### src/rtl/mem_bus_if.sv
// Bridges the MEM pipeline stage to a single-outstanding bus master port.
// A request is captured from IDLE and driven, held stable, on the bus until
// it is acknowledged, flushed or times out. A load result is held for the
// MEM stage while the pipeline remains stalled after the acknowledge.
module mem_bus_if #(
    parameter int unsigned TIMEOUT_CYCLES = 255
) (
    input  logic        clk,
    input  logic        rst,
    input  logic        mem_ce_i,
    input  logic        mem_we_i,
    input  logic [31:0] mem_addr_i,
    input  logic [31:0] mem_data_i,
    input  logic [3:0]  mem_sel_i,
    input  logic [5:0]  stall_i,
    input  logic        flush_i,
    output logic [31:0] mem_data_o,
    output logic        stallreq_o,
    output logic        bus_err_o,
    output logic        bus_cyc_o,
    output logic        bus_stb_o,
    output logic        bus_we_o,
    output logic [31:0] bus_addr_o,
    output logic [31:0] bus_data_o,
    output logic [3:0]  bus_sel_o,
    input  logic [31:0] bus_data_i,
    input  logic        bus_ack_i
);

    // The counter must be able to reach TIMEOUT_CYCLES itself, so it never wraps.
    localparam int CNT_RAW = $clog2(TIMEOUT_CYCLES + 1);
    localparam int CNT_W   = (CNT_RAW > 8) ? CNT_RAW : 8;
    localparam logic [CNT_W-1:0] CNT_MAX = CNT_W'(TIMEOUT_CYCLES);

    localparam logic [1:0] S_IDLE = 2'd0;
    localparam logic [1:0] S_BUSY = 2'd1;
    localparam logic [1:0] S_WAIT = 2'd2;

    logic [1:0]       state_q,    state_d;
    logic [CNT_W-1:0] cnt_q,      cnt_d;
    logic [31:0]      rbuf_q,     rbuf_d;
    logic             bus_cyc_q,  bus_cyc_d;
    logic             bus_stb_q,  bus_stb_d;
    logic             bus_we_q,   bus_we_d;
    logic [31:0]      bus_addr_q, bus_addr_d;
    logic [31:0]      bus_data_q, bus_data_d;
    logic [3:0]       bus_sel_q,  bus_sel_d;

    // Per-cycle events in BUSY; flush outranks both ack and timeout.
    logic busy, ack_ok, timeout;
    assign busy    = (state_q == S_BUSY);
    assign ack_ok  = busy && bus_ack_i && !flush_i;
    assign timeout = busy && !bus_ack_i && !flush_i && (cnt_q == CNT_MAX);

    // Next-state and bus-register update.
    always_comb begin
        // NOTE: every target gets a hold default first so no path leaves it unassigned (no latches).
        state_d    = state_q;
        cnt_d      = cnt_q;
        rbuf_d     = rbuf_q;
        bus_cyc_d  = bus_cyc_q;
        bus_stb_d  = bus_stb_q;
        bus_we_d   = bus_we_q;
        bus_addr_d = bus_addr_q;
        bus_data_d = bus_data_q;
        bus_sel_d  = bus_sel_q;
        case (state_q)
            S_IDLE: begin
                if (mem_ce_i && !flush_i) begin
                    bus_cyc_d  = 1'b1;
                    bus_stb_d  = 1'b1;
                    bus_we_d   = mem_we_i;
                    bus_addr_d = mem_addr_i;
                    bus_data_d = mem_data_i;
                    bus_sel_d  = mem_sel_i;
                    cnt_d      = '0;
                    state_d    = S_BUSY;
                end
            end
            S_BUSY: begin
                if (flush_i || timeout) begin
                    bus_cyc_d  = 1'b0;
                    bus_stb_d  = 1'b0;
                    bus_we_d   = 1'b0;
                    bus_addr_d = '0;
                    bus_data_d = '0;
                    bus_sel_d  = '0;
                    state_d    = S_IDLE;
                end else if (ack_ok) begin
                    bus_cyc_d = 1'b0;
                    bus_stb_d = 1'b0;
                    bus_we_d  = 1'b0;
                    // Stores leave a zero buffer so WAIT_STALL returns 0 for them.
                    rbuf_d    = bus_we_q ? 32'h0 : bus_data_i;
                    state_d   = (stall_i != 6'd0) ? S_WAIT : S_IDLE;
                end else begin
                    cnt_d = cnt_q + CNT_W'(1);
                end
            end
            S_WAIT: begin
                if (flush_i) begin
                    rbuf_d  = '0;
                    state_d = S_IDLE;
                end else if (stall_i == 6'd0) begin
                    state_d = S_IDLE;
                end
            end
            default: state_d = S_IDLE;
        endcase
    end

    // State registers with synchronous reset.
    always_ff @(posedge clk) begin
        // NOTE: sequential state uses non-blocking assignments so all registers update together.
        if (rst) begin
            state_q    <= S_IDLE;
            cnt_q      <= '0;
            rbuf_q     <= '0;
            bus_cyc_q  <= 1'b0;
            bus_stb_q  <= 1'b0;
            bus_we_q   <= 1'b0;
            bus_addr_q <= '0;
            bus_data_q <= '0;
            bus_sel_q  <= '0;
        end else begin
            state_q    <= state_d;
            cnt_q      <= cnt_d;
            rbuf_q     <= rbuf_d;
            bus_cyc_q  <= bus_cyc_d;
            bus_stb_q  <= bus_stb_d;
            bus_we_q   <= bus_we_d;
            bus_addr_q <= bus_addr_d;
            bus_data_q <= bus_data_d;
            bus_sel_q  <= bus_sel_d;
        end
    end

    // Combinational MEM-side outputs; reset silences them immediately.
    always_comb begin
        mem_data_o = 32'h0;
        stallreq_o = 1'b0;
        bus_err_o  = 1'b0;
        if (!rst) begin
            case (state_q)
                S_IDLE: stallreq_o = mem_ce_i && !flush_i;
                S_BUSY: begin
                    stallreq_o = !bus_ack_i && !flush_i && !timeout;
                    bus_err_o  = timeout;
                    if (ack_ok && !bus_we_q) mem_data_o = bus_data_i;
                end
                S_WAIT: mem_data_o = rbuf_q;
                default: ;
            endcase
        end
    end

    assign bus_cyc_o  = bus_cyc_q;
    assign bus_stb_o  = bus_stb_q;
    assign bus_we_o   = bus_we_q;
    assign bus_addr_o = bus_addr_q;
    assign bus_data_o = bus_data_q;
    assign bus_sel_o  = bus_sel_q;

endmodule
### config.mk
export PLATFORM = sky130hd
export DESIGN_NAME = mem_bus_if
export DESIGN_NICKNAME = d
export VERILOG_FILES = /design/src/rtl/mem_bus_if.sv
export SDC_FILE = /design/constraint.sdc
export NUM_CORES = 1
export LEC_CHECK = 0
export CORE_ASPECT_RATIO = 1.5
export CORE_MARGIN = 1.5
export CORE_UTILIZATION = 41
export CTS_CLUSTER_SIZE = 12
export DETAILED_ROUTE_END_ITERATION = 6
export MAX_ROUTING_LAYER = met4
export PLACE_DENSITY = 0.92
export SETUP_SLACK_MARGIN = 0.1
export SLEW_MARGIN = 20
export SYNTH_ARGS = -nofsm -noshare
export SYNTH_HDL_FRONTEND = slang
export SYNTH_SLANG_ARGS = --single-unit
### constraint.sdc
create_clock -name clk -period 3.5 [get_ports clk]
set_input_delay 1.05 -clock clk [delete_from_list [all_inputs] [get_ports clk]]
set_output_delay 1.05 -clock clk [all_outputs]
set_load 0.02 [all_outputs]
; ---- Word level (Yosys, flattened, before mapping)
; Cells that the tools add are included.
[op_classes]
add_sub_neg = 1
n_eq_ne = 11
n_mux = 37
reduce_logical = 24
[op_table]
columns = op, n
row1 = 32-bit two-way mux, 9
row2 = 32-bit one-hot mux with 2 select lines, 4
row3 = 8-bit two-way mux, 3
row4 = 8-bit one-hot mux with 2 select lines, 1
row5 = 2-bit two-way mux, 6
row6 = 1-bit logical AND, 9
row7 = 3-bit AND reduction, 3
row8 = "8-bit by 1-bit adder with 8-bit output, second input constant", 1
row9 = "8-bit == test, second input constant", 1
row10 = 4-bit two-way mux, 2
row11 = "2-bit != test, second input constant", 4
row12 = 4-bit one-hot mux with 2 select lines, 1
row13 = 4-bit AND reduction, 2
row14 = 1-bit two-way mux, 7
row15 = 6-bit zero test, 1
row16 = 1-bit one-hot mux with 2 select lines, 3
row17 = 2-bit one-hot mux with 3 select lines, 1
row18 = 6-bit nonzero test, 1
row19 = 1-bit zero test, 4
row20 = "2-bit by 1-bit != test with 1-bit output, second input constant", 2
row21 = 2-bit nonzero test, 2
row22 = "3-bit by 1-bit != test with 1-bit output, second input constant", 1
row23 = "3-bit != test, second input constant", 1
row24 = "2-bit by 1-bit == test with 1-bit output, second input constant", 1
row25 = other kinds (3), 3
[totals]
reg_bits = 112
in_bits = 112
output_inout_bits = 105
word_cells = 81

; ---- Depth between registers and ports, before layout
[logic_depth]
word_depth = 8
depth_mapped = 9
depth_no_buf = 6

; ---- Worst setup path after synthesis
; Ideal clock, no wire load.
[synth_path]
path_type = in2out
start = in flush_i
end = out mem_data_o[10]
t_arrival_ns = 2.316
required_ns = 2.450
path_slack_ns = 0.134
path_stages = 6
n_path_buf = 2
path_cell_list = buf_2 > nand2b_1 > nor3_2 > clkbuf_1 > a22oi_1 > nor2_1
[synth_between]
elab_chain_cells = 6
[synth_lines]
columns = item, line
row1 = from (decl), 16  ; input logic flush_i,
row2 = 1-bit zero test, 52  ; assign ack_ok = busy && bus_ack_i && !flush_i;
row3 = 1-bit logical AND, 52
row4 = 1-bit logical AND, 149  ; if (ack_ok && !bus_we_q) mem_data_o = bus_data_i;
row5 = 32-bit two-way mux, 149
row6 = 32-bit one-hot mux with 2 select lines, 144  ; case (state_q)
row7 = 32-bit two-way mux, 143  ; if (!rst) begin
row8 = to (decl), 17  ; output logic [31:0] mem_data_o,
; No other way between the ends.

; ---- Worst setup path in the final report
[layout_path]
start = in bus_ack_i
end = out stallreq_o
[layout_between]
elab_chain_cells = 8
elab_cells_between_ends = 9
classes_between = mux: 2 / reduce/logical: 7
[layout_lines]
columns = item, line
row1 = from (decl), 27  ; input logic bus_ack_i
row2 = 1-bit zero test *, "53, 147"
row3 = 1-bit logical AND (3 in a row), 53  ; assign timeout = busy && !bus_ack_i && !flush_i && (cnt_q == CNT_MAX);
row4 = 1-bit zero test, 147  ; stallreq_o = !bus_ack_i && !flush_i && !timeout;
row5 = 1-bit logical AND *, 147
row6 = 1-bit one-hot mux with 2 select lines *, 144
row7 = 1-bit two-way mux *, 143
row8 = to (decl), 18  ; output logic stallreq_o,
; Mark *: on every way between the ends. The rest lies on a longest branch, timed or not.

==> impl_results.md <==
* Status: finished clean
* Top-area cell type share of the netlist area at 0.476
* RSZ-0062 raised after global routing: true
* Syn. warnings at 0
* Setup violators final at 0
* Cts hold-fix bufs at 0
* Routability Congestion at 0.969
* Synth cell types at 55
* Pwr/cell area at 415 nW/um^2
* Syn Std Cell Area at 4710 um^2
* Synth cell count leaders: dfxtp_1 (112), a22o_1 (68), a21oi_1 (40), nor2_1 (37)
* Drt total wl at 14.7 mm
* Inserted Clock Buffers at 9
* Port Buffers at 216
* Critical path startpoint: bus_ack_i
* P&R area growth vs syn at 55.0%
* DRT iter0 DRCs at 170
* Vias/cell at 5.53
* Core ar. at 11100 um^2
* Slew @ Worst Pin at 0.493 ns
* Hold path startpoint: rbuf_q[30]$_SDFFE_PP0P_
* Relative max-transition margin at 0.669
* Main combinational cell family by area after synthesis: compound AO/OA/AOI/OAI gates
* Cells taking the most area after synthesis: dfxtp_1 (48%), a22o_1 (13%), a22oi_1 (5.1%), nand2b_1 (4.7%), a21oi_1 (4.3%)
* IO Pins at 217
* Complex-gate fraction of the synthesized area at 0.282
* Tmin final at 3.36 ns
* Post-Syn Nets at 604
* Total GRT Usage at 0.245
* Fillers at 840
* Critical path class: input port to output pin
* Max-Cap Viols at 0
* DP Wirelength at 10.4 mm
* Maximum operating frequency at 298 MHz
* WHS at 0.470 ns
* Initial core utilization at 0.424
* Avg Cell Area, Syn at 9.67 um^2
* CTS Buffer Depth at 2
* Synth Area in Adders at 0.0133
* Routed len/inst at 17.3 um
* Hold Vio Cnt, Final at 0
* Pleak at 2.72 nW
* Fin. max-slew vios at 0
* H-tree depth at 3
* Yosys reg bits at 112
* Dominant synthesized flop cell: dfxtp_1
* VDD IR-drop max at 0.000307 V
* Fin util at 0.656
* Drt drc at 0
* Count leader, synth: dfxtp_1
* Remaining global-route overflow at 0
* Via count at 4698
* Critical Path Fanout Max at 5
* Die X at 90.5 um
* DRT Pass-1 Iters at 5
* First-pass GRT wire length at 23.4 mm
* Number of flops mapped to enable cells by yosys at 0
* Kind of end point of the critical path: output pin
* Setup_tns at 0 ns
* Initial antenna violation count at 0
* Vias in the first global route at 4792
* Synth Area in Simple Gates at 0.166
* Synth Area in XOR/XNOR at 0
* Nets@finish at 814
* Clk slew on worst S/H paths at 0.07 ns
* Clock Skews at 0.0110 ns
* Part of the Yosys area used for sequential elements at 0.476
* Fraction of registers with async set/reset at 0
* Worst Path Arrival at 2.31 ns
* # rows at 47
* Antenna-violating nets left at 0
* Clock latency on the worst-skew pair at 0.35 ns
* Period utilization at 0.959
* CTS tree: built
* CP Launch Type: input port
* Synthesized instance count at 487
* Die ar. at 12100 um^2
* Layout cell share with drive strength beyond 1 at 0.132
* Die Ht at 134 um
* Worst endpoint required time at 2.45 ns
* R2R Path Start: state_q[0]$_SDFFE_PP0P_
* Mux share of post-synthesis cell area at 0.00452
* Largest net degree at the start of global routing at 65
* CTS sink count at 112
* CTS root buffer: clkbuf_16
* Worst min path class: flop to flop
* Synth area leader: dfxtp_1
* ANT cells at 0
-- per-stage QoR --
stage	cell area, um^2	setup WS [ns]	instances	total power, mW
global placement	7060	-0.503	830	1.95
detailed placement	7060	-0.563	830	1.97
finish	7300	0.143	849	3.03
CTS	7410	0.0650	849	3.05
floorplan	4710	0.134	487	1.67
global route	7300	0.0775	849	3.15
-- final timing paths --
kind              slack, ns                    endpoint  cells after the start
setup reg to reg       1.33  bus_data_o[3]$_SDFFE_PP0P_                      7
hold reg to reg        0.47     rbuf_q[30]$_SDFFE_PP0P_                      2
setup / recovery       0.14                  stallreq_o                      6
hold / removal         0.47     rbuf_q[30]$_SDFFE_PP0P_                      2
-- worst max-delay path, cell delays in order --
cell and delay [ns]:
clkdlybuf4s15_2 0.25, nand4b_4 0.19, o31a_1 0.34, o21ai_1 0.13, a21oi_1 0.09, clkdlybuf4s15_2 0.26
-- report_power, final --
group | switching [mW] | leakage (nW) | internal, mW
registers | 0.0419 | 0.911 | 1.34
logic | 0.261 | 1.65 | 0.299
clock network | 0.505 | 0.155 | 0.579
-- final cells by class --
class	count	area (um^2)	share of cell area
Clock buffer	9	225	0.0309
Clock inverter	7	101	0.0139
Inverter	8	30.0	0.00412
Multi-Input combinational cell	324	2230	0.306
Sequential cell	112	2240	0.307
Tap cell	147	184	0.0252
Timing Repair Buffer	242	2280	0.313
-- state kept, by name, summed over array words and instances (netlist names) --
name / flops
state_q: 2
bus_stb_o: 1
rbuf_q: 32
bus_we_o: 1
bus_addr_o: 32
bus_data_o: 32
bus_sel_o: 4
cnt_q: 8
-- routing by layer --
layer	global-route usage	share of wire	vias to the layer above
met5	-	0	-
met4	0.115	0.029	0
met3	0.0471	0.057	34
met2	0.443	0.54	206
met1	0.253	0.37	2230
li1	-	-	2228
-- layout by cell type, fill, tap and decap left out, types with 2 or more instances in the layout --
cell and count:
ha_1 5, a31oi_1 2, a32o_1 2, o311ai_0 2, buf_12 5, nor3_1 3, nand4_1 2, clkdlybuf4s50_1 179
o31a_1 2, a22o_1 68, a21oi_1 40, o21ai_0 3, nand3_1 35, buf_4 21, nand2b_1 34, buf_2 32
o31ai_2 2, nor2b_1 3, inv_8 2, a311oi_1 3, and2_1 2, o211ai_1 2, nor2_1 36, and3_1 4
a211oi_1 2, inv_1 8, clkinv_8 2, dfxtp_1 112, nor3_4 2, clkbuf_16 9, clkdlybuf4s15_2 3, a22oi_1 32
o21ai_1 3, nand2_1 8
-- logic make-up (layout without fill, tap and decap cells) --
| family | count (synthesis) | after routing |
|---|---|---|
| muxes | 2 | 2 |
| adders and majority gates | 5 | 5 |
| and+or+nand+nor | 143 | 143 |
| DFF | 112 | 112 |
| AOI/OAI and AO/OA | 174 | 174 |
| buffers and inverters | 51 | 266 |
-- what timing repair did --
action                     4_1_cts  5_1_grt
cloned                           1        0
setup endpoints to repair       34       27
pin swaps                        2        2
setup buffers                    2        0
resized for setup              126       23
No activity file was read; power rests on OpenSTA's default activity.
